[src/rtl/lc3_pkg.sv]
// Shared LC-3 datapath definitions: default widths and
// operand-fetch sequencer state encodings.
package lc3_pkg;

    localparam int DATA_W_DEF = 16;
    localparam int ADDR_W_DEF = 3;

    typedef enum logic [2:0] {
        S_IDLE   = 3'd0,
        S_LAUNCH = 3'd1,
        S_CAP1   = 3'd2,
        S_CAP2   = 3'd3,
        S_DONE   = 3'd4
    } seq_state_e;

endpackage

[src/rtl/reg_port_sequencer.sv]
// Operand-fetch sequencer for a single-read-port register file,
// with write-back pass-through and same-cycle write forwarding.
module reg_port_sequencer
    import lc3_pkg::*;
#(
    parameter int DATA_W = DATA_W_DEF,
    parameter int ADDR_W = ADDR_W_DEF
) (
    input  logic              clk,
    input  logic              rst_n,
    input  logic              req_valid,
    output logic              req_ready,
    input  logic [ADDR_W-1:0] req_sr1,
    input  logic [ADDR_W-1:0] req_sr2,
    input  logic              req_two,
    output logic              op_valid,
    input  logic              op_ready,
    output logic [DATA_W-1:0] op_sr1,
    output logic [DATA_W-1:0] op_sr2,
    input  logic              wb_valid,
    input  logic [ADDR_W-1:0] wb_reg,
    input  logic [DATA_W-1:0] wb_data,
    output logic [ADDR_W-1:0] rf_out_reg,
    input  logic [DATA_W-1:0] rf_outdata,
    output logic              rf_we,
    output logic [ADDR_W-1:0] rf_write_reg,
    output logic [DATA_W-1:0] rf_indata
);

    seq_state_e        state;
    seq_state_e        state_nx;
    logic [ADDR_W-1:0] sr1_q;
    logic [ADDR_W-1:0] sr2_q;
    logic              two_q;
    logic              fwd_hit;
    logic [DATA_W-1:0] fwd_data;
    logic [DATA_W-1:0] sr1_val;
    logic [DATA_W-1:0] sr2_val;
    logic              launch;
    logic              accept;
    logic [DATA_W-1:0] cap_val;

    assign rf_we        = wb_valid;
    assign rf_write_reg = wb_reg;
    assign rf_indata    = wb_data;

    assign op_sr1 = sr1_val;
    assign op_sr2 = sr2_val;

    always_comb begin
        state_nx   = state;
        req_ready  = 1'b0;
        op_valid   = 1'b0;
        rf_out_reg = '0;
        launch     = 1'b0;
        unique case (state)
            S_IDLE: begin
                req_ready = 1'b1;
                if (req_valid)
                    state_nx = S_LAUNCH;
            end
            S_LAUNCH: begin
                rf_out_reg = sr1_q;
                launch     = 1'b1;
                state_nx   = S_CAP1;
            end
            S_CAP1: begin
                rf_out_reg = sr2_q;
                launch     = two_q;
                state_nx   = two_q ? S_CAP2 : S_DONE;
            end
            S_CAP2: begin
                state_nx = S_DONE;
            end
            S_DONE: begin
                op_valid = 1'b1;
                if (op_ready)
                    state_nx = S_IDLE;
            end
            default: state_nx = S_IDLE;
        endcase
    end

    assign accept  = req_valid && req_ready;
    // The read port returns pre-write data, so a same-cycle write wins.
    assign cap_val = fwd_hit ? fwd_data : rf_outdata;

    always_ff @(posedge clk or negedge rst_n) begin
        if (!rst_n) begin
            state <= S_IDLE;
        end else begin
            state <= state_nx;
        end
    end

    always_ff @(posedge clk or negedge rst_n) begin
        if (!rst_n) begin
            sr1_q <= '0;
            sr2_q <= '0;
            two_q <= 1'b0;
        end else if (accept) begin
            sr1_q <= req_sr1;
            sr2_q <= req_sr2;
            two_q <= req_two;
        end
    end

    always_ff @(posedge clk or negedge rst_n) begin
        if (!rst_n) begin
            fwd_hit  <= 1'b0;
            fwd_data <= '0;
        end else if (launch) begin
            fwd_hit  <= wb_valid && (wb_reg == rf_out_reg);
            fwd_data <= wb_data;
        end
    end

    always_ff @(posedge clk or negedge rst_n) begin
        if (!rst_n) begin
            sr1_val <= '0;
            sr2_val <= '0;
        end else begin
            if (state == S_CAP1) begin
                sr1_val <= cap_val;
                if (!two_q)
                    sr2_val <= '0;
            end
            if (state == S_CAP2)
                sr2_val <= cap_val;
        end
    end

endmodule

[config.mk]
export PLATFORM = sky130hd
export DESIGN_NAME = reg_port_sequencer
export DESIGN_NICKNAME = d
export VERILOG_FILES = /design/src/rtl/lc3_pkg.sv /design/src/rtl/reg_port_sequencer.sv
export SDC_FILE = /design/constraint.sdc
export NUM_CORES = 1
export LEC_CHECK = 0
export CORE_ASPECT_RATIO = 0.7
export CORE_MARGIN = 2
export CORE_UTILIZATION = 34
export CTS_BUF_LIST = sky130_fd_sc_hd__clkbuf_8
export DETAILED_ROUTE_END_ITERATION = 8
export PLACE_DENSITY = 0.74
export SLEW_MARGIN = 20
export SYNTH_ARGS = -nofsm -noshare
export SYNTH_HDL_FRONTEND = slang
export SYNTH_SLANG_ARGS = --single-unit
export TNS_END_PERCENT = 50
[constraint.sdc]
create_clock -name clk -period 1.67 [get_ports clk]
set_input_delay 0.167 -clock clk [delete_from_list [all_inputs] [get_ports clk]]
set_output_delay 0.167 -clock clk [all_outputs]
set_load 0.05 [all_outputs]
======== Word-level counts from Yosys, hierarchy flattened ========
Cells that the tools add are included.
cells by class
  equal/unequal tests ..................... 8
  muxes and demuxes ....................... 12
  reductions and logical operators ........ 6
operators with widths
  kind                                            count
  2-to-1 mux 16 bit                               4
  case mux 3 bit (5 select lines)                 1
  2-to-1 mux 3 bit                                3
  == test 3 x 2 -> 1 bit (second input constant)  2
  case mux 3 bit (2 select lines)                 1
  != test 2 bit (second input constant)           2
  AND reduction 2 bit                             2
  == test 3 x 1 -> 1 bit (second input constant)  1
  == test 3 bit                                   1
  == test 3 bit (second input constant)           1
  zero test 3 bit                                 1
  logical AND 1 bit                               2
  2-to-1 mux 1 bit                                2
  != test 2 x 1 -> 1 bit (second input constant)  1
  case mux 1 bit (2 select lines)                 1
  nonzero test 2 bit                              1
storage, ports and cells
  register bits ........................... 59
  output and inout port bits .............. 57
  word-level logic and storage cells ...... 34

======== Depth between registers and ports, before layout ========
  word-level depth ........................ 4
  depth in mapped cells ................... 7
  mapped depth without buffers ............ 4

======== Worst setup path before layout ========
OpenSTA, ideal clock, no wires.
  path type ............................... register -> output
  start point ............................. reg state[0]
  end point ............................... out op_valid
  arrival time ............................ 1639 ps
  data required time ...................... 1503 ps
  path slack .............................. -136 ps
  cell stages (with the launch flop) ...... 3
  cells stage by stage .................... dfrtp_1 buf_4 nor3_1
on the way
  longest elaborated chain between the ends .. 2
ends and longest elaborated chain
  element                 RTL line                  text
  from (decl)             reg_port_sequencer.sv:30  seq_state_e state;
  from (signal assigned)  reg_port_sequencer.sv:92  state <= state_nx;
  == test 3 bit           reg_port_sequencer.sv:56  unique case (state)
  2-to-1 mux 1 bit        reg_port_sequencer.sv:56
  to (decl)               reg_port_sequencer.sv:16  output logic op_valid,
Every way passes these cells.

======== Worst setup path in the final report ========
  start point ............................. reg state[1]
  end point ............................... out rf_out_reg[0]
on the way
  longest elaborated chain between the ends .. 2
  elaborated cells between the ends (all ways) .. 3
ends and longest elaborated chain
  element                                                           RTL line                  text
  == test 3 x 2 -> 1 bit or == test 3 x 1 -> 1 bit (tied branches)  reg_port_sequencer.sv:56
  case mux 3 bit (2 select lines) *                                 reg_port_sequencer.sv:56
  to (decl)                                                         reg_port_sequencer.sv:23  output logic [ADDR_W-1:0] rf_out_reg,
Mark *: on every way between the ends. The rest lies on a longest branch, timed or not.

==> metrics.md <==
| Metric | Value |
|---|---|
| Max VDD drop | 0.963 mV |
| WL/cell | 15.5 um |
| Reg2Reg Depth | 4 |
| Crit-path cells | buf_4, nand4bb_4, nand2_2, buf_12 |
| Area growth, synth to finish | 56.0% |
| Final worst path period need | 1.63 ns |
| Endpoints failing setup | 0 |
| Seq. cell area | 1480 um^2 |
| Worst-path clk slew | 0.07 ns |
| Nets | 367 |
| Starting DRT DRC Count | 78 |
| WS Path Type | reg -> out |
| Avg Cell Area, Syn | 12.0 um^2 |
| Hold WC Path Type | in -> async |
| Final RePlAce weighted congestion | 0.773 |
| Max Cap Viol | 0 |
| Final Hold Viols | 0 |
| CP delay by family, top | flip-flops |
| Drt via density | 4.65 |
| Max incr delay on CP | 0.44 ns |
| Number of synthesized flops with an enable pin | 0 |
| Post-synth top area share | 0.549 |
| Syn Nets | 271 |
| Syn Inst Count | 224 |
| Gr usage total | 0.161 |
| CTS Sinks | 59 |
| Detailed placement HPWL | 4750 um |
| Share of cells above drive strength 1 | 0.308 |
| Multi-input gate area | 1020 um^2 |
| Die Area | 8650 um^2 |
| # DRC | 0 |
| Most numerous cell in the Yosys netlist | dfrtp_1 |
| CP endpoint | rf_out_reg[0] |
| Critical path launch point | state[1] |
| Critical Path Slowest Stage Cell | dfrtp_1 |
| # diodes | 0 |
| Startpoint Class | flop |
| Synth warnings | 0 |
| Drt total wl | 6620 um |
| Post-synth top flop | dfrtp_1 |
| Post-Syn Area | 2690 um^2 |
| I/O pin count | 104 |
| R2R setup slack | 0.10 ns |
| Crit Path Max Fanout | 7 |
| RSZ-0062 raised after global routing | yes |
| Top post-synthesis cells by area | dfrtp_1 (55%), mux2i_1 (6.3%), mux2_2 (6.3%), buf_4 (5.9%), mux2_4 (3.9%) |
| Port Buf Inserts | 103 |
| Worst-Margin Slew | 0.517 ns |
| First-pass GRT wire length | 10400 um |
| Via count | 1980 |
| Worst Setup End Kind | primary output |
| Clk_skew | 0.00502 ns |
| Starting Density | 0.346 |
| Largest net degree at the start of global routing | 60 |
| Worst path depth | 4 |
| Outcome | finished, final reports clean |
| Synth cell count leaders | dfrtp_1 (59), buf_4 (21), nand2_1 (19) |
| Reg-to-reg startpoint | state[0] |
| Die height | 78.4 um |
| Hold slack final | 0.368 ns |
| Pwr dens | 2000 nW/um^2 |
| Critical Path RT | 1.50 ns |
| Fmax | 614 MHz |
| Fin area | 4200 um^2 |
| Skew-Pair Late Insertion Delay | 0.32 ns |
| Rows | 27 |
| DRT antenna net count | 0 |
| Rel. slew slack | 0.654 |
| Number of antenna violations at the first check in global routing | 0 |
| Root buf cell | clkbuf_8 |
| Dominant cell type by area after synthesis | dfrtp_1 |
| Synthesized flop and latch total | 59 |
| CTS tree | done |
| Final-layout fill cell count | 684 |
| Ys async rst share | 1.00 |
| DP Area | 3940 um^2 |
| Total core area | 7770 um^2 |
| Max-slew violations | 0 |
| Data arrival, critical path | 1.46 ns |
| CTS Buf Count | 9 |
| Max H-tree Level | 3 |
| Pleak | 1.88 nW |
| Capture point of the worst reg-to-reg path | fwd_data[7] |
| Fin crit share | 0.976 |
| Sequential area share after synthesis | 0.549 |
| WP buf/inv | 2 |
| Die X-Extent | 110 um |
| 1st-pass router iterations | 4 |
| Clock Path Buffers | 2 |
| Total gr overflow | 0 |
| Vias in the first global route | 2050 |
| Synth cell types | 31 |
metrics by stage:
stage | worst slack, ns | TNS [ns] | utilization | cells | total power [mW]
6_report | 0.0401 | 0 | 0.540 | 426 | 8.38
4_1_cts | 0.000396 | 0 | 0.534 | 426 | 8.42
2_1_floorplan | -0.136 | -0.273 | - | 224 | 5.66
3_5_place_dp | 0.0702 | 0 | 0.507 | 408 | 7.27
5_1_grt | -0.0450 | -0.0833 | 0.540 | 426 | 8.87
3_3_place_gp | 0.126 | 0 | 0.507 | 408 | 7.15
placed cells by master, fill, tap and decap left out, types with 2 or more instances in the layout:
cell type        instances
clkbuf_8                11
buf_6                    2
inv_1                    6
o21ai_0                 17
mux2i_1                 17
clkinv_2                 2
a31o_2                   2
dlymetal6s2s_1           7
nor2_1                  16
nand2_2                  2
xor2_1                   2
a21oi_1                 17
nand4bb_4                2
buf_12                  27
mux2_4                   7
nand2_1                 17
dfrtp_1                 58
mux2_2                  15
dlygate4sd2_1           13
clkdlybuf4s50_1         45
nor3_1                   2
buf_4                   21
layer usage:
metal | track usage | wire length (um) | up-vias
li1 | - | - | 946
met1 | 0.221 | 3030 | 953
met2 | 0.237 | 3030 | 77
met3 | 0.0598 | 539 | 4
met4 | 0.0463 | 24 | 0
met5 | 0 | 0 | -
cells by family after synthesis:
| group | Yosys count | synth area share |
|---|---|---|
| AOI/OAI and AO/OA | 40 | 0.0851 |
| xor gates and xnor gates | 2 | 0.00651 |
| buffers and inverters | 35 | 0.0953 |
| DFF | 59 | 0.549 |
| muxes | 39 | 0.165 |
| and+or+nand+nor | 49 | 0.0991 |
report_power, final:
| group | switching [mW] | internal [mW] |
|---|---|---|
| Sequential | 0.403 | 2.11 |
| Combinational | 2.80 | 1.95 |
| Clock | 0.532 | 0.599 |
| Total | 3.73 | 4.65 |
layout make-up:
| cell class | instances | share of cell area |
|---|---|---|
| Clock inverter | 5 | 0.00507 |
| Multi-Input combinational cell | 130 | 0.243 |
| Tap cell | 101 | 0.0301 |
| Sequential cell | 59 | 0.352 |
| Inverter | 3 | 0.00268 |
| Timing Repair Buffer | 117 | 0.331 |
| Clock buffer | 11 | 0.0361 |
registers in the layout, summed over array words and instances (netlist names):
register  count
op_sr1       16
op_sr2       16
sr2_q         3
two_q         1
state         3
fwd_hit       1
sr1_q         3
fwd_data     16
tightest hold or removal path, delay by kind of cell:
kind | cells | cell delay [ns]
buf+inv | 3 | 0.92
repair_timing:
action | 4_1_cts | 5_1_grt
pin swaps | 1 | 0
buffers inserted | 1 | 0
setup endpoints to repair | 16 | 25
hold buffers | 1 | 0
resized for setup | 19 | 11
hold endpoints to repair | 59 | 0
how the worst min path moves through the flow:
stage | start | endpoint | slack (ns) | cells after the start
2_1_floorplan | rst_n | fwd_data[0] | -0.13 | 0
3_3_place_gp | rst_n | sr1_q[0] | 0.20 | 2
3_5_place_dp | rst_n | sr2_q[0] | 0.20 | 2
4_1_cts | rst_n | sr2_q[0] | 0.38 | 3
5_1_grt | rst_n | sr2_q[0] | 0.39 | 3
6_report | rst_n | sr2_q[0] | 0.37 | 3
Power figures use the tool's default switching activity.
